File: src/rtl/sync_debounce_bank.sv
// sync_debounce_bank
//   Bank of WIDTH independent asynchronous inputs brought into the clk domain.
//   Each channel has a STAGES-deep synchroniser chain, an optional stable-count
//   debounce filter and registered rise/fall pulse generation.
//
//   Build option: define SYNC_DEBOUNCE_EN to include the debounce counters and
//   their per-channel FSM. Without it, q follows the synchroniser output every
//   edge and DB_CYCLES has no effect.
//
// Parameters
//   WIDTH     number of channels
//   STAGES    synchroniser flops per channel (>= 2)
//   DB_CYCLES stable cycles required before q follows the synchronised value (>= 1)
//   RST_VAL   reset value of the sync chain and q
//
// Ports
//   clk     clock, all state on the rising edge
//   rst     asynchronous active-low reset
//   d       raw asynchronous inputs
//   q       synchronised (and debounced) level
//   rise    one-cycle pulse on a 0->1 transition of q
//   fall    one-cycle pulse on a 1->0 transition of q
//   change  OR of all rise/fall bits, aligned with them
module sync_debounce_bank #(
    parameter int               WIDTH     = 4,
    parameter int               STAGES    = 2,
    parameter int               DB_CYCLES = 4,
    parameter logic [WIDTH-1:0] RST_VAL   = '0
) (
    input  logic             clk,
    input  logic             rst,
    input  logic [WIDTH-1:0] d,
    output logic [WIDTH-1:0] q,
    output logic [WIDTH-1:0] rise,
    output logic [WIDTH-1:0] fall,
    output logic             change
);

    if (STAGES < 2) begin : g_bad_stages
        $error("sync_debounce_bank: STAGES must be at least 2");
    end

    if (DB_CYCLES < 1) begin : g_bad_db_cycles
        $error("sync_debounce_bank: DB_CYCLES must be at least 1");
    end

    // ------------------------------------------------------------------
    // Synchroniser chain: plain shift register, nothing between the flops
    // ------------------------------------------------------------------
    logic [WIDTH-1:0] sync_r [STAGES];
    logic [WIDTH-1:0] s;

    always_ff @(posedge clk or negedge rst) begin
        if (!rst) begin
            for (int unsigned i = 0; i < STAGES; i++) begin
                sync_r[i] <= RST_VAL;
            end
        end else begin
            sync_r[0] <= d;
            for (int unsigned i = 1; i < STAGES; i++) begin
                sync_r[i] <= sync_r[i-1];
            end
        end
    end

    assign s = sync_r[STAGES-1];

    // Next value of q, produced by either the debounce filter or straight
    // from the synchroniser.
    logic [WIDTH-1:0] q_nxt;

`ifdef SYNC_DEBOUNCE_EN
    // ------------------------------------------------------------------
    // Debounce filter: per channel, q only follows s once s has differed
    // from q on DB_CYCLES consecutive edges.
    // ------------------------------------------------------------------
    localparam int CW = $clog2(DB_CYCLES + 1);

    typedef enum logic {
        IDLE  = 1'b0,
        COUNT = 1'b1
    } db_state_t;

    db_state_t       state_r   [WIDTH];
    db_state_t       state_nxt [WIDTH];
    logic [CW-1:0]   cnt_r     [WIDTH];
    logic [CW-1:0]   cnt_nxt   [WIDTH];

    always_ff @(posedge clk or negedge rst) begin
        if (!rst) begin
            for (int unsigned i = 0; i < WIDTH; i++) begin
                state_r[i] <= IDLE;
                cnt_r[i]   <= '0;
            end
        end else begin
            for (int unsigned i = 0; i < WIDTH; i++) begin
                state_r[i] <= state_nxt[i];
                cnt_r[i]   <= cnt_nxt[i];
            end
        end
    end

    always_comb begin
        q_nxt = q;
        for (int unsigned i = 0; i < WIDTH; i++) begin
            state_nxt[i] = state_r[i];
            cnt_nxt[i]   = cnt_r[i];
            case (state_r[i])
                IDLE: begin
                    cnt_nxt[i] = '0;
                    if (s[i] != q[i]) begin
                        // The first differing edge is count 0; with a
                        // one-cycle filter that edge already commits.
                        if (DB_CYCLES == 1) begin
                            q_nxt[i] = s[i];
                        end else begin
                            cnt_nxt[i]   = CW'(1);
                            state_nxt[i] = COUNT;
                        end
                    end
                end
                COUNT: begin
                    if (s[i] == q[i]) begin
                        // Input returned before the window closed: glitch.
                        cnt_nxt[i]   = '0;
                        state_nxt[i] = IDLE;
                    end else if (cnt_r[i] == CW'(DB_CYCLES - 1)) begin
                        q_nxt[i]     = s[i];
                        cnt_nxt[i]   = '0;
                        state_nxt[i] = IDLE;
                    end else begin
                        cnt_nxt[i] = cnt_r[i] + CW'(1);
                    end
                end
                default: begin
                    cnt_nxt[i]   = '0;
                    state_nxt[i] = IDLE;
                end
            endcase
        end
    end
`else
    // No filtering: q is one more register stage behind the synchroniser.
    always_comb begin
        q_nxt = s;
    end
`endif

    // ------------------------------------------------------------------
    // Output level and edge pulses.
    // The q register doubles as the edge-detect history: the pulses are
    // computed from q_nxt against the current q, so the registered
    // rise/fall equal q & ~q_prev in the very cycle q changes.
    // ------------------------------------------------------------------
    always_ff @(posedge clk or negedge rst) begin
        if (!rst) begin
            q      <= RST_VAL;
            rise   <= '0;
            fall   <= '0;
            change <= 1'b0;
        end else begin
            q      <= q_nxt;
            rise   <= q_nxt & ~q;
            fall   <= ~q_nxt & q;
            change <= |(q_nxt ^ q);
        end
    end

endmodule

File: config.mk
export PLATFORM = sky130hd
export DESIGN_NAME = sync_debounce_bank
export DESIGN_NICKNAME = d
export VERILOG_FILES = /design/src/rtl/sync_debounce_bank.sv
export SDC_FILE = /design/constraint.sdc
export NUM_CORES = 1
export LEC_CHECK = 0
export BUFFER_PORTS_ARGS = -buffer_cell sky130_fd_sc_hd__buf_2
export CAP_MARGIN = 20
export CORE_MARGIN = 1
export CORE_UTILIZATION = 50
export DETAILED_ROUTE_END_ITERATION = 6
export PLACE_DENSITY_LB_ADDON = 0.2
export SYNTH_ARGS = -nofsm -noshare
export SYNTH_HDL_FRONTEND = slang
export SYNTH_SLANG_ARGS = --single-unit
File: constraint.sdc
create_clock -name clk -period 1.4 [get_ports clk]
set_input_delay 0.14 -clock clk [delete_from_list [all_inputs] [get_ports clk]]
set_output_delay 0.14 -clock clk [all_outputs]
set_load 0.01 [all_outputs]
==> results of run 1 <==
[flip-flops by register name (all words and copies together) (netlist names)]
signal and flops:
q 4, fall 4, sync_r 4, rise 4, q_nxt 4, change 1
[layout by cell type (no fill, tap or decap), drive strengths merged]
| cell type | instances |
|---|---|
| clkinv | 1 |
| dfrtp | 21 |
| dlygate4sd3 | 5 |
| clkbuf | 3 |
| ha | 8 |
| buf | 18 |
| nand4 | 1 |
| inv | 8 |
[kinds of logic after synthesis]
logic type | after synthesis | share of synthesized area
adders and majority gates | 8 | 0.151
buffers and inverters | 8 | 0.0454
DFF | 21 | 0.794
and+or+nand+nor | 1 | 0.00946
[area by class of cell]
cell class | instances | area (um^2)
fillers | 83 | 324
multi-input cells | 9 | 106
clock buffers | 3 | 22.5
repair buffers | 23 | 140
inverters | 8 | 30.0
well taps | 14 | 17.5
clock inverters | 1 | 5.00
flip-flops and latches | 21 | 526
[synthesized netlist by cell type, drive strengths merged]
master   n  area, um^2
dfrtp   21         526
ha       8         100
inv      8        30.0
nand4    1        6.26
[routing by layer]
layer	up-vias	global-route usage
met4	0	0.0259
met5	-	0
met2	15	0.242
met1	171	0.162
li1	171	-
met3	0	0.0349
[worst min-delay path by stage]
stage	slack, ns	end	startpoint	cells past startpoint
floorplan	-0.16	change$_DFF_PN0_	rst	0
global placement	0.10	rise[2]$_DFF_PN0_	rst	1
detailed placement	0.11	rise[3]$_DFF_PN0_	rst	1
CTS	0.32	fall[2]$_DFF_PN0_	rst	2
global route	0.33	fall[2]$_DFF_PN0_	rst	2
finish	0.30	rise[0]$_DFF_PN0_	rst	2
[power breakdown]
group          internal [mW]  total [mW]  switching [mW]
clock network          0.106       0.273           0.167
registers              0.637       0.651          0.0140
logic                 0.0355      0.0757          0.0402
[metrics by stage]
| stage | hold slack [ns] | cells |
|---|---|---|
| floorplan | -0.156 | 38 |
| global placement | 0.103 | 70 |
| detailed placement | 0.108 | 70 |
| CTS | 0.319 | 79 |
| global route | 0.327 | 79 |
| finish | 0.305 | 79 |
[worst reg2reg max path: cells and delay by family, from the launching register on]
family | cells | cell delay [ns]
and+or+nand+nor | 1 | 0.08
DFF | 1 | 0.39
buffers and inverters | 1 | 0.05
adders and majority gates | 1 | 0.27
[what timing repair did]
action	4_1_cts	5_1_grt
hold buffers	5	0
endpoints found under the hold margin	25	0
resized for setup	0	0
==> out/results.ini, run 1 <==
[outcome]
status = complete, no violations

[die]
core_area_um2 = 1170
die-area_um2 = 1470
rows = 12
die_h_um = 38.4
ios = 19
die_w_um = 38.4
start_util = 0.565

[synth]
synth_cells = 38
ys_warn_count = 0
seq_area_frac_synth = 0.794
netlist_area_um2 = 662
synth_seq_cells = 21
synth_cell_type_count = 4
synthesis.nets = 52
synth.avg_cell_area_um2 = 17.4

[global_routing]
grt_pass1_wl_um = 1300
antenna_found_initial = 0
grt_max_degree = 22
grt_use_total = 0.134
grt_pass1_vias = 313
gr-total-overflow = 0

[clock_tree]
clock-sinks = 21
numCtsBuffers = 3
cts_tree = done
cts-htree-levels = 1
post_cts.repair.setup_buffers = 0
clk_pin_slew_ns = 0.11
cts_buffer_depth = 2
insertion_delay_ns = 0.29
root_buffer = clkbuf_4

[timing]
relSlewSlack = 0.710
final.setup.tns_ns = 0
drv_slew = 0
final.period_utilization = 0.712
rsz0062_at_grt = false
worst_slack_ns = 0.403
worst_pin_slew_ns = 0.436
hold_viol_final = 0
setup_viol = 0
fmax_mhz = 1000
clock_skew_ns = 0.00668
finalCriticalPeriod_ns = 0.997

[routing]
wl_met2_um = 434
wl_um = 861
drc = 0
top_layer = met3
wl_met1_um = 379
final_antenna_net_count = 0
vias_per_cell = 4.52
drt_iter0_drc = 0
vias = 357
avgRoutedWirePerCell_um = 10.9
met3_length_um = 48
first_pass_iters = 1

[critical_path]
worstPathRequired_ns = 1.26
path_max_fanout = 3
cp-start-kind = register
path_cells = buf_2
cp-startpoint = q[1]$_DFF_PN0_
r2r_slack_ns = 0.48
crit_arrival_ns = 0.86
crit_family = flip-flops
r2r_start = q[1]$_DFF_PN0_
reg2regPathDepth = 3
critPathCaptureType = output pin
crit_buf_inv = 1
cp_slowest_cell = dfrtp_1
worst-path-stages = 1
slowest_delay_ns = 0.42
path_class = register to output pin
critical_path.reg2reg.endpoint = change$_DFF_PN0_
cp-endpoint = q[1]

[power]
power.density_nw_per_um2 = 1180
ir_drop_v = 0.000719
power_leakage_nw = 0.472
power_mw = 0.999

[cells_and_area]
antenna_cells = 0
finalInstanceArea_um2 = 847
nNetsFinal = 80
area_growth_pct = 28.0
post-route-util = 0.723
drive_gt1_frac = 0.338

[hold_path]
min_path_type = input pin to asynchronous set/reset pin

[placement]
pre_cts_slack_ns = 0.506
dpl_cell_area_um2 = 769
io_buffers = 18
gp_congestion = 0.649
dp_hpwl_um = 632

[job]
cap_violations = 0

No activity file was read; power rests on OpenSTA's default activity.
==> run 2: changes to the inputs <==
- CORE_UTILIZATION: 50 -> 42
- clock period: 1.4 -> 0.9 ns (I/O delays scaled with it)
==> out/results.ini, run 2 (same netlist as run 1, synthesis figures left out) <==
[placement]
dp_hpwl_um = 550  ; was 632 um
gp_congestion = 0.599  ; was 0.649
pre_cts_slack_ns = 0.0200  ; was 0.506 ns
dpl_cell_area_um2 = 808  ; was 769 um^2
io_buffers = 18  ; unchanged

[die]
core_area_um2 = 1380  ; was 1170 um^2
ios = 19  ; unchanged
die_h_um = 41.7  ; was 38.4 um
die_w_um = 41.7  ; was 38.4 um
die-area_um2 = 1740  ; was 1470 um^2
start_util = 0.479  ; was 0.565
rows = 13  ; was 12

[routing]
drc = 0  ; unchanged
drt_iter0_drc = 0  ; unchanged
vias = 379  ; was 357
wl_um = 879  ; was 861 um
vias_per_cell = 4.36  ; was 4.52
avgRoutedWirePerCell_um = 10.1  ; was 10.9 um
first_pass_iters = 1  ; unchanged
final_antenna_net_count = 0  ; unchanged

[critical_path]
path_max_fanout = 2  ; was 3
slowest_delay_ns = 0.41  ; was 0.42 ns
worstPathRequired_ns = 0.81  ; was 1.26 ns
crit_top_cell = buf_6
cp_slowest_cell = dfrtp_1  ; unchanged
critPathCaptureType = output pin  ; unchanged
cp-start-kind = register  ; unchanged
path_class = register to output pin  ; unchanged
crit_arrival_ns = 0.93  ; was 0.86 ns
reg2regPathDepth = 4  ; was 3
path_cells = buf_6 -> buf_6  ; was buf_2

[global_routing]
grt_use_total = 0.124  ; was 0.134
grt_pass1_vias = 353  ; was 313
gr-total-overflow = 0  ; unchanged
grt_max_degree = 22  ; unchanged
grt-busiest-layer = met2  ; unchanged
use_met3 = 0.0391  ; was 0.0349
grtUsageMet1 = 0.156  ; was 0.162
grt_use_met2 = 0.178  ; was 0.242
grt_pass1_wl_um = 1520  ; was 1300 um
antenna_found_initial = 0  ; unchanged

[outcome]
violations = negative setup slack
status = finished, violations left  ; was complete, no violations

[clock_tree]
insertion_delay_ns = 0.29  ; about the same
numCtsBuffers = 3  ; unchanged
clk_pin_slew_ns = 0.10  ; was 0.11 ns
clock-sinks = 21  ; unchanged
cts_tree = done  ; unchanged
cts_buffer_depth = 2  ; unchanged
root_buffer = clkbuf_4  ; unchanged
cts-htree-levels = 1  ; unchanged

[cells_and_area]
nNetsFinal = 87  ; was 80
final_cell_mix = dfrtp_1 (21), buf_2 (14), inv_1 (8), buf_6 (8), ha_1 (6)  ; was dfrtp_1 (21), buf_2 (18), inv_1 (8), ha_1 (8), dlygate4sd3_1 (5)
finalInstanceArea_um2 = 965  ; was 847 um^2
antenna_cells = 0  ; unchanged
layout_commonest_cell = dfrtp_1  ; unchanged
area_growth_pct = 45.7  ; was 28.0%
drive_gt1_frac = 0.417  ; was 0.338

[power]
power_mw = 1.59  ; was 0.999 mW
seq_power_share = 0.634  ; was 0.651
power_leakage_nw = 0.517  ; was 0.472 nW
power.density_nw_per_um2 = 1650  ; was 1180 nW/um^2
power.switching_mw = 0.340  ; was 0.221 mW
swShare = 0.214  ; was 0.221
p_int_mw = 1.25  ; was 0.778 mW
ir_drop_v = 0.00106  ; was 0.000719 V
p_clk_frac = 0.263  ; was 0.273
pwr-share-comb = 0.104  ; was 0.076

[timing]
worst_pin_slew_ns = 0.446  ; was 0.436 ns
final.period_utilization = 1.13
relSlewSlack = 0.703  ; was 0.710
clock_skew_ns = 0.00386  ; was 0.00668 ns
hold_viol_final = 0  ; unchanged
finalCriticalPeriod_ns = 1.02
fmax_mhz = 981
worst_slack_ns = -0.119  ; was 0.403 ns
drv_slew = 0  ; unchanged
rsz0062_at_grt = true  ; was false
setup_viol = 5  ; was 0
final.setup.tns_ns = -0.454  ; was 0 ns
fin_hold_ws_ns = 0.264  ; was 0.305 ns

[hold_path]
min_path_type = input pin to asynchronous set/reset pin  ; unchanged

[job]
cap_violations = 0  ; unchanged

[run 2: per-layer routing]
metal,vias to the layer above,share of wire
li1,182,-
met1,179,0.44
met2,16,0.50
met3,2,0.047
met4,0,0.0080
met5,-,0
[run 2: repair_timing]
| item | CTS | global route |
|---|---|---|
| endpoints found under the setup margin | 12 | 16 |
| buffers inserted | 2 | 3 |
| pin swaps | 0 | 0 |
| resized for setup | 10 | 2 |
| hold buffers | 5 | 0 |
| hold endpoints to repair | 25 | 0 |
[run 2: critical path: cells and delay by family, from the launching register on]
kind	cells	cell delay [ns]
DFF	1	0.41
buffers and inverters	2	0.23
[run 2: area by class of cell]
cell class | count | area [um^2]
Inverter | 8 | 30.0
Timing Repair Buffer | 30 | 233
Clock buffer | 4 | 26.3
Multi-Input combinational cell | 9 | 131
Fill cell | 110 | 418
Tap cell | 15 | 18.8
Sequential cell | 21 | 526
[run 2: path summary, 6_finish.rpt]
path / start / slack [ns] / end
worst max-delay path: q[2]$_DFF_PN0_ / -0.12 / q[2]
worst min-delay path: rst / 0.26 / change$_DFF_PN0_
worst max register to register: q[2]$_DFF_PN0_ / -0.08 / change$_DFF_PN0_
worst min register to register: sync_r[5]$_DFF_PN0_ / 0.36 / q_nxt[1]$_DFF_PN0_
max in group asynchronous: rst / 0.33 / sync_r[4]$_DFF_PN0_
min in group clk: sync_r[5]$_DFF_PN0_ / 0.36 / q_nxt[1]$_DFF_PN0_
[run 2: power groups by stage]
stage / clock, mW / combinational (mW) / sequential [mW]
2_1_floorplan: 0 / 0.0213 / 1.04
6_report: 0.418 / 0.165 / 1.01
4_1_cts: 0.461 / 0.160 / 1.01
5_1_grt: 0.501 / 0.185 / 1.02
3_5_place_dp: 0 / 0.121 / 1.03
3_3_place_gp: 0 / 0.120 / 1.02
[run 2: metrics by stage]
step | util | cells
global route | 0.698 | 87
global placement | 0.585 | 76
finish | 0.698 | 87
detailed placement | 0.585 | 76
CTS | 0.682 | 86
floorplan | - | 38
